$ cat src/rtl/tt_frame_sender.sv
// tt_frame_sender: sends a 4-byte 8N1 frame (sync, seq, payload, xor checksum) on each trig rising edge
//   clk, rst         clock and synchronous active-high reset
//   trig, payload    slot trigger (edge detected) and data byte latched on the accepted edge
//   txd              serial line, idle high
//   busy, done       frame in flight / one-cycle pulse after the last stop bit
//   seq, overrun_cnt sequence number of the next frame / saturating count of triggers rejected while busy
module tt_frame_sender #(
    parameter int          CLKS_PER_BIT = 434,
    parameter logic [7:0]  SYNC_BYTE    = 8'hA5
) (
    input  logic        clk,
    input  logic        rst,
    input  logic        trig,
    input  logic [7:0]  payload,
    output logic        txd,
    output logic        busy,
    output logic        done,
    output logic [7:0]  seq,
    output logic [15:0] overrun_cnt
);
    localparam int CW = $clog2(CLKS_PER_BIT);
    localparam logic [CW-1:0] CNT_MAX = CW'(CLKS_PER_BIT - 1);
    typedef enum logic [1:0] {IDLE, START, DATA, STOP} state_t;
    state_t        state;
    logic          trig_q;
    logic          ev;
    logic          cell_end;
    logic [1:0]    k;
    logic [2:0]    bit_idx;
    logic [CW-1:0] cnt;
    logic [7:0]    payload_reg;
    logic [7:0]    chk_reg;
    logic [7:0]    cur_byte;
    always_comb begin
        ev       = trig & ~trig_q;
        cell_end = cnt == CNT_MAX;
        cur_byte = k == 2'd0 ? SYNC_BYTE : k == 2'd1 ? seq : k == 2'd2 ? payload_reg : chk_reg;
    end
    always_ff @(posedge clk) begin
        if (rst) begin
            state       <= IDLE;
            trig_q      <= 1'b0;
            k           <= '0;
            bit_idx     <= '0;
            cnt         <= '0;
            payload_reg <= '0;
            chk_reg     <= '0;
            txd         <= 1'b1;
            busy        <= 1'b0;
            done        <= 1'b0;
            seq         <= '0;
            overrun_cnt <= '0;
        end else begin
            trig_q <= trig;
            done   <= 1'b0;
            cnt    <= (state == IDLE || cell_end) ? '0 : cnt + 1'b1;
            if (ev && state != IDLE && overrun_cnt != 16'hFFFF)
                overrun_cnt <= overrun_cnt + 16'd1;
            case (state)
                IDLE: if (ev) begin
                    payload_reg <= payload;
                    chk_reg     <= SYNC_BYTE ^ seq ^ payload;
                    k           <= '0;
                    state       <= START;
                    busy        <= 1'b1;
                    txd         <= 1'b0;
                end
                START: if (cell_end) begin
                    state   <= DATA;
                    bit_idx <= '0;
                    txd     <= cur_byte[0];
                end
                DATA: if (cell_end) begin
                    if (bit_idx == 3'd7) begin
                        state <= STOP;
                        txd   <= 1'b1;
                    end else begin
                        bit_idx <= bit_idx + 3'd1;
                        txd     <= cur_byte[bit_idx + 3'd1];
                    end
                end
                STOP: if (cell_end) begin
                    if (k == 2'd3) begin
                        state <= IDLE;
                        busy  <= 1'b0;
                        done  <= 1'b1;
                        seq   <= seq + 8'd1;
                    end else begin
                        k     <= k + 2'd1;
                        state <= START;
                        txd   <= 1'b0;
                    end
                end
                default: state <= IDLE;
            endcase
        end
    end
endmodule

$ cat config.mk
export PLATFORM = sky130hd
export DESIGN_NAME = tt_frame_sender
export DESIGN_NICKNAME = d
export VERILOG_FILES = /design/src/rtl/tt_frame_sender.sv
export SDC_FILE = /design/constraint.sdc
export NUM_CORES = 1
export LEC_CHECK = 0
export CAP_MARGIN = 5
export CORE_MARGIN = 2
export CORE_UTILIZATION = 30
export DETAILED_ROUTE_END_ITERATION = 10
export GPL_TIMING_DRIVEN = 0
export PLACE_DENSITY = 0.52
export RECOVER_POWER = 100
export SLEW_MARGIN = 15
export SYNTH_ARGS = -nofsm -noshare
export SYNTH_HDL_FRONTEND = slang
export SYNTH_SLANG_ARGS = --single-unit
$ cat constraint.sdc
create_clock -name clk -period 2.9 [get_ports clk]
set_clock_uncertainty 0.05 [all_clocks]
set_input_delay 0.58 -clock clk [delete_from_list [all_inputs] [get_ports clk]]
set_output_delay 0.58 -clock clk [all_outputs]
set_load 0.005 [all_outputs]
## Yosys cells after proc, flatten, opt, wreduce, memory -nomap -nowiden

Index checks and enable logic that the tools add are counted.

- Input bits: 11
- Output and inout bits: 27
- Bits in registers: 60

- Magnitude comparators: 1
- Mux-type cells: 32
- Eq/ne operators: 17
- Add/subtract/negate cells: 5
- Reduce and logical (&&, ||, !) cells: 17
- Bitwise logic cells: 6

Operator list:

| cell | count |
|---|---|
| 8-bit two-way mux | 3 |
| 16-bit by 1-bit adder with 16-bit output, second input constant | 1 |
| 2-bit two-way mux | 8 |
| 16-bit != test, second input constant | 1 |
| 2-bit != test, second input constant | 8 |
| 1-bit two-way mux | 12 |
| 4-bit AND reduction | 3 |
| 5-bit AND reduction | 2 |
| 9-bit by 1-bit adder with 9-bit output, second input constant | 1 |
| 9-bit == test, second input constant | 1 |
| 3-bit two-way mux | 3 |
| 8-bit by 1-bit adder with 8-bit output, second input constant | 1 |
| 2-bit == test, second input constant | 4 |
| 2-bit case mux with 4 select lines | 1 |
| 8-bit bitwise XOR | 1 |
| 3-bit case mux with 2 select lines | 1 |
| 2-bit nonzero test | 3 |
| 2-bit by 1-bit == test with 1-bit output, second input constant | 2 |
| 2-bit logical NOT | 2 |
| 3-bit by 4-bit less-than comparator with 1-bit output, second input constant | 1 |
| 4-bit NOT | 1 |
| 1-bit case mux with 4 select lines | 1 |
| 2-bit case mux with 2 select lines | 1 |
| 3-bit by 1-bit adder with 3-bit output, second input constant | 1 |
| other kinds (12) | 15 |

## Longest topological paths before layout

- Word-level depth: 9
- Depth in mapped cells: 9
- Depth with buffers taken out: 8

## Worst setup path after synthesis

Ideal clock, no wire load.

- Path kind: register to register
- Start point: register bit_idx[0]
- End point: register txd
- Cell stages (with the launch flop): 9
- Path buffers: 1
- Required time: 2.728 ns
- Slack: 0.957 ns
- Arrival: 1.771 ns
- Setup time: 0.122 ns
- Cells stage by stage: dfxtp_1 -> ha_1 -> buf_2 -> nand4b_1 -> nand3_1 -> o32a_1 -> nor2_1 -> o21ai_0 -> a221o_1

- Word-level cells in the longest chain between the ends: 6

RTL lines:

| element | RTL line | RTL |
|---|---|---|
| start: declaration | 29 | `logic [2:0] bit_idx;` |
| start signal: assignment | 78 | `bit_idx <= bit_idx + 3'd1;` |
| 3-bit by 1-bit adder with 3-bit output | 79 | `txd <= cur_byte[bit_idx + 3'd1];` |
| 1-bit binary-select mux with 3-bit select | 79 |  |
| 1-bit two-way mux (not written as such) | 79 |  |
| 1-bit two-way mux (*) | 74 | `if (bit_idx == 3'd7) begin` |
| 1-bit two-way mux (*) | 73 | `DATA: if (cell_end) begin` |
| 1-bit case mux with 4 select lines (*) | 59 | `case (state)` |
| end signal: assignment | 71 | `txd <= cur_byte[0];` |
| end signal: assignment | 79 |  |
| end: declaration | 15 | `output logic txd,` |

Every way passes the cells marked *; elsewhere a longest branch is shown, timed or not. The select of a mux whose other input is x is not followed.
A chain may end at the register's enable or synchronous reset.

## Worst setup path after layout

- Start point: input trig
- End point: register overrun_cnt[14]

- Word-level cells in the longest chain between the ends: 3

RTL lines:

| element | RTL line | RTL |
|---|---|---|
| start: declaration | 13 | `input logic trig,` |
| 1-bit bitwise AND | 35 | `ev = trig & ~trig_q;` |
| 1-bit logical AND (2 in a row) | 57 | `if (ev && state != IDLE && overrun_cnt != 16'hFFFF)` |
| end signal: assignment | 58 | `overrun_cnt <= overrun_cnt + 16'd1;` |
| end: declaration | 19 | `output logic [15:0] overrun_cnt` |

No other way between the ends.

==> impl_metrics.env <==
export IMPL_io_buffers=36
export IMPL_ir_worst_vdd_mv=0.228
export IMPL_period_needed_ns=2.50
export IMPL_start_util_pct=30.9
export IMPL_p_per_area_nw_per_um2=595
export IMPL_layout_setup_ws_ns=0.404
export IMPL_arrival_ns=2.71
export IMPL_final_nets=423
export IMPL_status="complete, no violations"
export IMPL_hold_violations=0
export IMPL_first_pass_iters=5
export IMPL_rsz0062_at_grt="false"
export IMPL_die_area_um2=10800
export IMPL_grt_max_degree=11
export IMPL_clk_pin_slew_ns=0.06
export IMPL_drive_gt1_share_pct=4.74
export IMPL_core_area_um2=9730
export IMPL_postLayoutCoreUtil_pct=37.9
export IMPL_p_leak_nw=1.34
export IMPL_antenna_found_initial=0
export IMPL_dpl_hpwl_mm=5.16
export IMPL_nFillCells=1039
export IMPL_place_congestion=0.787
export IMPL_wirelength_mm=7.19
export IMPL_pre_cts_slack_ns=0.379
export IMPL_route_detailed_wl_per_inst_um=13.5
export IMPL_finalSetupViolCount=0
export IMPL_slew_headroom_pct=53.1
export IMPL_cp_max_fo=9
export IMPL_root_buffer="clkbuf_8"
export IMPL_hold_path_class="reg -> reg"
export IMPL_clk_path_buf_depth=2
export IMPL_syn_area_um2=3000
export IMPL_syn_nets=376
export IMPL_clock_latency_ns=0.34
export IMPL_critical_path_class="in -> reg"
export IMPL_avgSynthCellArea_um2=8.56
export IMPL_cts_hold_fix_buffers=0
export IMPL_cts_num_sinks=60
export IMPL_ys_warn_count=0
export IMPL_cp_cell_sequence="dlygate4sd3_1, inv_1, nor3_1, o21a_1, clkbuf_1, nand3_1, or3_1, a21oi_1"
export IMPL_chipHeight_um=104
export IMPL_yosysUniqueCellTypes=46
export IMPL_cpPeakStageDelay_ns=0.57
export IMPL_synth_seq_cells=60
export IMPL_fmax_mhz=401
export IMPL_reg_top3="overrun_cnt: 16 flops, cnt: 9 flops"
export IMPL_seq_area_um2=1200
export IMPL_vias=2526
export IMPL_drc=0
export IMPL_largest_register="overrun_cnt"
export IMPL_finalCritPeriodShare_pct=86.1
export IMPL_finalSetupTns_ns=0
export IMPL_cp_end_kind="flop"
export IMPL_ctsResizeCount=0
export IMPL_post_route_cell_area_um2=3680
export IMPL_final_cell_mix="dfxtp_1, nor2_1, nand2_1"
export IMPL_syn_instance_count=351
export IMPL_io_pins=38
export IMPL_postCtsSetupBuffers=0
export IMPL_startpoint_type="primary input"
export IMPL_grt_pass1_wl_mm=12.0
export IMPL_drt_initial_drc_count=98
export IMPL_cap_violations=0
export IMPL_ys_seq_area_share_pct=40.0
export IMPL_final_common_cell="dfxtp_1"
export IMPL_multiInputGateArea_um2=1660
export IMPL_placed_cell_area_um2=3530
export IMPL_maxSlewViolCount=0
export IMPL_largest_reg_flops=16
export IMPL_grt_pass1_vias=2451
export IMPL_rows=36
export IMPL_antenna_cells=0
export IMPL_htreeDepth=3
export IMPL_cp_required_ns=3.11
export IMPL_cts_tree="yes"
export IMPL_track_usage_pct=14.0
export IMPL_power_mw=2.19
export IMPL_cts_made_buffers=9
export IMPL_antenna_left=0
export IMPL_area_growth_pct=22.7
export IMPL_slowest_stage="dlygate4sd3_1"
export IMPL_die_x_um=104
export IMPL_overflow=0
export IMPL_via_per_inst=4.73
export IMPL_worst_pin_slew_ns=0.696
==> synth_stat cells (all sizes together) <==
cell type,count,area (µm²)
nand4,10,62.6
o21a,1,7.51
a21oi,23,115
nor4b,1,23.8
or4,1,7.51
nor3b,1,7.51
a221oi,1,8.76
and3,4,25.0
nand3,16,95.1
a32o,1,10.0
nor3,3,15.0
o21ai,13,65.1
nand2,39,146
or2,1,6.26
nor2,47,176
or3,4,25.0
o2111ai,1,8.76
clkbuf,11,41.3
a21boi,1,11.3
a2111oi,1,8.76
a221o,1,10.0
nor2b,6,37.5
nor4,2,12.5
buf,6,41.3
and2,1,6.26
inv,11,41.3
and4,7,65.1
nand3b,3,22.5
o211ai,2,15.0
o21bai,1,7.51
nand4b,1,8.76
nand2b,1,6.26
dfxtp,60,1200
xnor2,21,184
xor2,14,123
o311ai,1,8.76
mux2i,10,100
ha,14,175
o32a,1,10.0
a211oi,8,60.1
==> power breakdown <==
part / internal, mW / total, mW / switching (mW)
clock: 0.433 / 0.757 / 0.324
sequential: 0.902 / 0.956 / 0.0544
combinational: 0.193 / 0.480 / 0.288
==> per-layer routing <==
metal | GRT usage, % | wire length, µm | part of all wire (%)
met4 | 5.98 | 137 | 1.9
met3 | 4.89 | 298 | 4.1
met2 | 21.2 | 3190 | 44
met5 | 0 | 0 | 0
met1 | 17.9 | 3570 | 50
==> final timing paths <==
path,cells after the start,slack (ns),to,from
min reg2reg,2,0.40,chk_reg[7],chk_reg[7]
max reg2reg,8,0.50,overrun_cnt[14],state[1]
max,8,0.40,overrun_cnt[14],trig
min,2,0.40,chk_reg[7],chk_reg[7]
==> worst max-delay path, delay by kind of cell <==
kind,cells,cell delay [ns]
simple gates,3,0.85
compound gates,2,0.30
buf+inv,3,0.97
==> cell families after synthesis <==
group                      Yosys count  share of synthesized area, %
and+or+nand+nor                    148                          25.0
DFF                                 60                          40.0
muxes                               10                          3.33
AOI/OAI and AO/OA                   56                          11.5
buffers and inverters               28                          4.12
xor gates and xnor gates            35                          10.2
adders and majority gates           14                          5.83
==> cell type report <==
cell class                 instances  area share [%]
multi-input combinational        263            45.0
inverter                          11            1.12
sequential                        60            32.6
clock buffer                      12            4.21
tap                              133            4.52
timing repair buffer              36            9.78
clock inverter                     2           0.951
buffer                            17            1.83
==> per-stage QoR <==
stage | hold slack (ns) | std cells
after floorplan | 0.377 | 351
after global placement | 0.388 | 520
after detailed placement | 0.392 | 520
after CTS | 0.401 | 534
after global routing | 0.419 | 534
final | 0.399 | 534
Power figures use the tool's default switching activity.
